## src/rtl/pad_bidir_ctrl.sv

```systemverilog
// Bidirectional pad controller: arbitrates pad ownership between the core's transmit
// stream and the receive path, with bus turnaround, idle release and an rx synchronizer.
module pad_bidir_ctrl #(
  parameter int TURN_CYCLES  = 2,
  parameter int IDLE_TIMEOUT = 16,
  parameter bit PULL_IN_RX   = 1'b1
) (
  input  logic clk,
  input  logic reset,
  input  logic tx_req,
  input  logic tx_bit,
  input  logic tx_last,
  output logic tx_ready,
  input  logic pad_c,
  output logic pad_i,
  output logic pad_oen,
  output logic pad_ren,
  output logic rx_bit,
  output logic rx_valid,
  output logic busy
);

  localparam logic [3:0] TURN_LOAD     = 4'(TURN_CYCLES - 1);
  localparam int         IDLE_LAST_INT = (IDLE_TIMEOUT == 0) ? 0 : IDLE_TIMEOUT - 1;
  localparam logic [7:0] IDLE_LAST     = 8'(IDLE_LAST_INT);
  localparam bit         IDLE_EN       = (IDLE_TIMEOUT != 0);

  typedef enum logic [2:0] {
    ST_RX,
    ST_TURN_TX,
    ST_TX,
    ST_DRAIN,
    ST_TURN_RX
  } state_t;

  state_t     state;
  state_t     state_next;
  logic [3:0] turn_cnt;
  logic [7:0] idle_cnt;
  logic       ren_q;
  logic [1:0] sync_q;
  logic       rx_hist;
  logic       transfer;

  assign transfer = tx_req & tx_ready;

  // NOTE: every combinational output gets a default first so no path can infer a latch.
  always_comb begin
    state_next = state;
    case (state)
      ST_RX:      if (tx_req) state_next = ST_TURN_TX;
      ST_TURN_TX: begin
        if (!tx_req)                state_next = ST_RX;
        else if (turn_cnt == 4'd0)  state_next = ST_TX;
      end
      ST_TX: begin
        if (transfer && tx_last)
          state_next = ST_DRAIN;
        else if (!transfer && IDLE_EN && idle_cnt == IDLE_LAST)
          state_next = ST_DRAIN;
      end
      ST_DRAIN:   state_next = ST_TURN_RX;
      ST_TURN_RX: if (turn_cnt == 4'd0) state_next = ST_RX;
      default:    state_next = ST_RX;
    endcase
  end

  // NOTE: all state updates use non-blocking assignments so every flop samples pre-edge values.
  always_ff @(posedge clk) begin
    if (reset) begin
      state    <= ST_RX;
      turn_cnt <= '0;
      idle_cnt <= '0;
      pad_i    <= 1'b0;
      pad_oen  <= 1'b1;
      tx_ready <= 1'b0;
      busy     <= 1'b0;
      ren_q    <= ~PULL_IN_RX;
      sync_q   <= '0;
      rx_hist  <= 1'b0;
      rx_valid <= 1'b0;
    end else begin
      state <= state_next;

      if ((state == ST_RX && state_next == ST_TURN_TX) || state == ST_DRAIN)
        turn_cnt <= TURN_LOAD;
      else if (turn_cnt != 4'd0 && (state == ST_TURN_TX || state == ST_TURN_RX))
        turn_cnt <= turn_cnt - 4'd1;

      // Saturate so a disabled timeout never wraps back into a stale compare value.
      if (state != ST_TX || transfer)
        idle_cnt <= '0;
      else if (idle_cnt != 8'hFF)
        idle_cnt <= idle_cnt + 8'd1;

      if (transfer) pad_i <= tx_bit;

      pad_oen  <= !(state_next == ST_TX || state_next == ST_DRAIN);
      tx_ready <= (state_next == ST_TX);
      busy     <= (state_next != ST_RX);
      ren_q    <= !(state_next == ST_RX && PULL_IN_RX);

      sync_q   <= {sync_q[0], pad_c};
      rx_hist  <= (state == ST_RX);
      rx_valid <= rx_hist && (state == ST_RX);
    end
  end

  // ren_q already holds the RX value during reset; the reset term keeps the pull off
  // while reset is asserted and lets it engage in the first cycle after release.
  assign pad_ren = ren_q | reset;
  assign rx_bit  = sync_q[1];

endmodule

```

## config.mk

```make
export PLATFORM = sky130hd
export DESIGN_NAME = pad_bidir_ctrl
export DESIGN_NICKNAME = d
export VERILOG_FILES = /design/src/rtl/pad_bidir_ctrl.sv
export SDC_FILE = /design/constraint.sdc
export NUM_CORES = 1
export LEC_CHECK = 0
export ABC_CLOCK_PERIOD_IN_PS = 1630
export BUFFER_PORTS_ARGS = -buffer_cell sky130_fd_sc_hd__buf_2
export CORE_MARGIN = 4
export CORE_UTILIZATION = 50
export CTS_CLUSTER_SIZE = 14
export DETAILED_ROUTE_END_ITERATION = 10
export GPL_TIMING_DRIVEN = 0
export PLACE_DENSITY = 0.76
export SETUP_SLACK_MARGIN = 0.02
export SKIP_CTS_REPAIR_TIMING = 1
export SYNTH_ARGS = -nofsm -noshare
export SYNTH_HDL_FRONTEND = slang
export SYNTH_SLANG_ARGS = --single-unit
```

## constraint.sdc

```tcl
create_clock -name clk -period 1.63 [get_ports clk]
set_input_delay 0.163 -clock clk [delete_from_list [all_inputs] [get_ports clk]]
set_output_delay 0.163 -clock clk [all_outputs]
set_load 0.02 [all_outputs]
```

### After elaboration in Yosys (flattened, before gate mapping)

Cells that the tools add are included.

| word-level totals | value |
|---|---|
| output and inout port bits | 7 |
| register bits after elaboration | 24 |
| word-level logic and storage cells | 55 |

| operators by class | value |
|---|---|
| multiplexer cells | 9 |
| $add $sub $neg | 2 |
| bitwise operators | 2 |
| reduce and logical (&&, ||, !) cells | 20 |
| equality and inequality tests | 10 |

Operators with widths:

| operator | count |
|---|---|
| 3-bit two-way mux | 6 |
| 3-bit case mux with 5 select lines | 1 |
| 3-bit by 2-bit equality test with 1-bit output (second input constant) | 4 |
| 8-bit by 1-bit adder with 8-bit output (second input constant) | 1 |
| 8-bit by 4-bit equality test with 1-bit output (second input constant) | 1 |
| 8-bit != test (second input constant) | 1 |
| 3-bit by 1-bit equality test with 1-bit output (second input constant) | 2 |
| 3-bit logical NOT | 2 |
| 1-bit logical AND | 5 |
| 4-bit logical NOT | 1 |
| 1-bit logical OR | 4 |
| 4-bit nonzero test | 1 |
| 2-bit OR reduction | 2 |
| 4-bit by 1-bit subtractor with 4-bit output (second input constant) | 1 |
| 3-bit equality test (second input constant) | 1 |
| 1-bit logical NOT | 3 |
| 3-bit by 2-bit != test with 1-bit output (second input constant) | 1 |
| 3-bit nonzero test | 1 |
| 1-bit two-way mux | 2 |
| 2-bit nonzero test | 1 |
| 1-bit AND | 1 |
| 1-bit bitwise OR | 1 |

### Depth between registers and ports, before layout

| depth | value |
|---|---|
| depth in word-level cells | 10 |
| gate-level depth with buffers | 6 |

### Worst setup path after synthesis

OpenSTA, ideal clock, no wires.

| timing path | value |
|---|---|
| path kind | reg-to-reg |
| start point | register turn_cnt[0] |
| end point | register turn_cnt[0] |
| buffers on the path | 0 |
| stages on the path, launching flop included | 7 |
| path slack | 0.211 ns |
| arrival | 1.359 ns |
| cells stage by stage | dfxtp_1 -> inv_1 -> ha_1 -> nor3b_4 -> or3b_1 -> a21oi_1 -> o311a_1 |

| between the ends | value |
|---|---|
| longest elaborated chain between the ends | 8 |

RTL lines:

| item | line | RTL |
|---|---|---|
| start, declared | 38 | `logic [3:0] turn_cnt;` |
| start signal, assigned | 88 | `turn_cnt <= turn_cnt - 4'd1;` |
| 4-bit logical NOT | 54, 63 |  |
| 3-bit two-way mux | 54 | `else if (turn_cnt == 4'd0) state_next = ST_TX;` |
| 3-bit two-way mux | 53 | `if (!tx_req) state_next = ST_RX;` |
| 3-bit case mux with 5 select lines | 50 | `case (state)` |
| 3-bit by 1-bit equality test with 1-bit output | 85 | `if ((state == ST_RX && state_next == ST_TURN_TX) \|\| state == ST_DRAIN)` |
| 1-bit logical AND | 85 |  |
| 1-bit logical OR | 85 |  |
| 1-bit two-way mux / 2-bit nonzero test (equally long branches) | - |  |

Parallel ways exist; a longest one is shown, timed or not. The select of a mux whose other input is x is not followed.
A chain may end at the register's enable or synchronous reset.

### Final worst setup path

| timing path | value |
|---|---|
| start point | register turn_cnt[0] |
| end point | register turn_cnt[2] |

| between the ends | value |
|---|---|
| longest elaborated chain between the ends | 8 |

RTL lines:

| item | line |
|---|---|
| 4-bit logical NOT | 54, 63 |
| 3-bit two-way mux | 54 |
| 3-bit two-way mux | 53 |
| 3-bit case mux with 5 select lines | 50 |
| 3-bit by 1-bit equality test with 1-bit output | 85 |
| 1-bit logical AND | 85 |
| 1-bit logical OR | 85 |
| 2-bit OR reduction (no line) | - |

Parallel ways exist; a longest one is shown, timed or not.

==> run_results.csv <==
group,metric,value,unit
setup_path,crit_type,"reg -> reg",
floorplan,io_pins,13,
run_status,status,"finished, final reports clean",
power,vdd_drop_max,713,uV
yosys,synth_compound_area_share,12.0,%
flow_run,maxCapViolCount,0,
timing,drv_slew,0,
yosys,ys.flop_type,"dfxtp_1",
setup_path,cp_max_fo,6,
min_path,hold_depth,2,
timing,setup_viol,0,
floorplan,placeableCoreArea,0.00200,sq mm
timing,relSlewSlack,72.9,%
floorplan,num_rows,16,
global_route,grt_usage,15.3,%
floorplan,die_h,54.3,um
yosys,yosysUniqueCellTypes,45,
placement,place.detailed.hpwl,1420,um
cells_and_area,final_util,61.1,%
clock_network,cts-root-buf,"clkbuf_4",
yosys,synth_adder_area_share,2.33,%
timing,finalCritPeriodShare,98.2,%
clock_network,cts-buffers-inserted,3,
setup_path,end_kind,"register",
floorplan,die_width,54.3,um
setup_path,crit_path_top_delay_cell,"dfxtp_2",
placement,place_inst,153,
yosys,syn_area_per_cell,9.42,sq um
setup_path,worstRegToRegCells,7,
clock_network,h-tree-depth,1,
yosys,synth_cells,114,
yosys,yosysSeqAreaShare,42.9,%
cells_and_area,layout_common_cells,"dfxtp_1 (21), nor2_1 (14), buf_2 (13)",
yosys,synthMuxAreaShare,1.86,%
setup_path,arrival,1810,ps
setup_path,slowest_delay,380,ps
timing,tightest_slew,406,ps
routing,wire_per_inst,12.7,um
routing,first_iter_violations,24,
yosys,synth_area,0.00107,sq mm
setup_path,start_kind,"register",
timing,fin_setup_tns,0,ps
cells_and_area,fin_nets,141,
cells_and_area,drive_gt1_share,25.0,%
yosys,ys_async_sr_fraction,0,%
yosys,synth_xor_area_share,4.90,%
setup_path,crit_required,1840,ps
routing,postRouteAntennaNets,0,
yosys,synth_edf_count,0,
placement,io_buffers,12,
timing,grt_setup_unrepaired,"true",
routing,firstDrtPassIters,4,
min_path,hp-class,"in -> reg",
clock_network,clock_latency,310,ps
timing,period_needed,1600,ps
routing,viasPerCell,5.44,
global_route,grt_pass1_vias,791,
power,power,0.00103,W
timing,worst_clock_skew,2.14,ps
cells_and_area,layout_commonest_cell,"dfxtp_1",
floorplan,die_area,0.00295,sq mm
global_route,grt_max_degree,13,
floorplan,start_util,53.6,%
yosys,ys_ff_latch,23,
power,p_per_area,843,mW/mm^2
global_route,grt_pass1_wl,3270,um
routing,detail_route.drc_violations,0,
power,leakagePower,0.499,nW
routing,vias,865,
global_route,antenna_found_initial,0,
clock_network,clock_path_buffers,2,
yosys,synth_top_family_by_area,"simple AND/OR/NAND/NOR gates",
global_route,grt.overflow.total,0,
timing,hold_viol,0,
clock_network,cts_tree,"done",
timing,holdWs,50.4,ps
yosys,synth_nets,122,
cells_and_area,syn_to_final_growth,13.9,%
timing,clock.fmax,0.625,GHz
cells_and_area,instances_no_fill,159,
setup_path,path_cells,"inv_1 > ha_1 > nor3b_4 > buf_4 > nor4b_2 > xnor2_1 > nor2_1",
yosys,synth_simple_gate_area_share,31.6,%
clock_network,clkTransAtPathRegs,120,ps
yosys,ys_warn_count,0,
clock_network,cts_sinks,23,
routing,routed_wl,2020,um
placement,gp_congestion,0.750,
cells_and_area,insertedDiodeCount,0,
[layer usage]
layer | part of all wire [%] | GRT usage [%] | vias to the layer above
li1 | - | - | 444
met1 | 49 | 20.6 | 398
met2 | 46 | 22.7 | 19
met3 | 4.2 | 3.27 | 4
met4 | 1.3 | 8.30 | 0
met5 | 0 | 0 | -
[cells by family (layout without fill, tap and decap cells)]
kind of cell	count (synthesis)	in the layout
XOR/XNOR	6	6
multiplexers	2	2
buffers and inverters	8	26
AO/OA/AOI/OAI	19	19
flip-flops	23	23
AND/OR/NAND/NOR	54	54
adder cells (fa/ha/maj)	2	2
[cell type report]
cell class                 instances  area, sq um
sequential                        23          463
tap                               27         33.8
inverter                           3         11.3
multi-input combinational         83          577
buffer                             5         36.3
fill                             175          779
clock buffer                       4         26.3
timing repair buffer              14         75.1
[sequential cells by signal, indices dropped and copies added, names as in the netlist]
signal and count:
busy 1, idle_cnt 8, pad_i 1, pad_oen 1, rx_hist 1, rx_valid 1
state 3, sync_q 2, turn_cnt 4, tx_ready 1
[stage by stage]
stage | setup WS (ps) | cell area (sq um)
floorplan | 211 | 1070
global placement | 78.6 | 1170
detailed placement | 22.9 | 1170
CTS | -3.51 | 1190
global route | -95.3 | 1220
finish | 29.3 | 1220
[synthesized netlist by cell type, types with 3 or more instances]
| library cell | instances | area [sq um] |
|---|---|---|
| or3b_1 | 3 | 26.3 |
| a21oi_1 | 5 | 25.0 |
| and3_1 | 3 | 18.8 |
| dfxtp_1 | 23 | 460 |
| nand2_1 | 6 | 22.5 |
| inv_1 | 3 | 11.3 |
| xnor2_1 | 4 | 35.0 |
| nor2_1 | 14 | 52.6 |
| nor2b_1 | 5 | 31.3 |
| nand3_1 | 3 | 15.0 |
[critical path: cells and delay by family, from the launching register on]
family	cells	cell delay (ps)
and+or+nand+nor	3	540
DFF	1	380
adders and majority gates	1	220
buffers and inverters	2	210
xor gates and xnor gates	1	150
[power by group]
group / switching [W] / internal (W)
Sequential: 0.0000137 / 0.000585
Combinational: 0.0000871 / 0.0000808
Clock: 0.000169 / 0.0000957
Total: 0.000269 / 0.000761
[final timing paths]
path / from / to / slack, ps
setup / recovery: turn_cnt[0]$_SDFFE_PP0P_ / turn_cnt[2]$_SDFFE_PP0P_ / 30
hold / removal: reset / rx_hist$_SDFF_PP0_ / 50
setup reg to reg: turn_cnt[0]$_SDFFE_PP0P_ / turn_cnt[2]$_SDFFE_PP0P_ / 30
hold reg to reg: rx_hist$_SDFF_PP0_ / rx_valid$_SDFF_PP0_ / 450
Note: power is estimated with default switching activity, not from simulation.
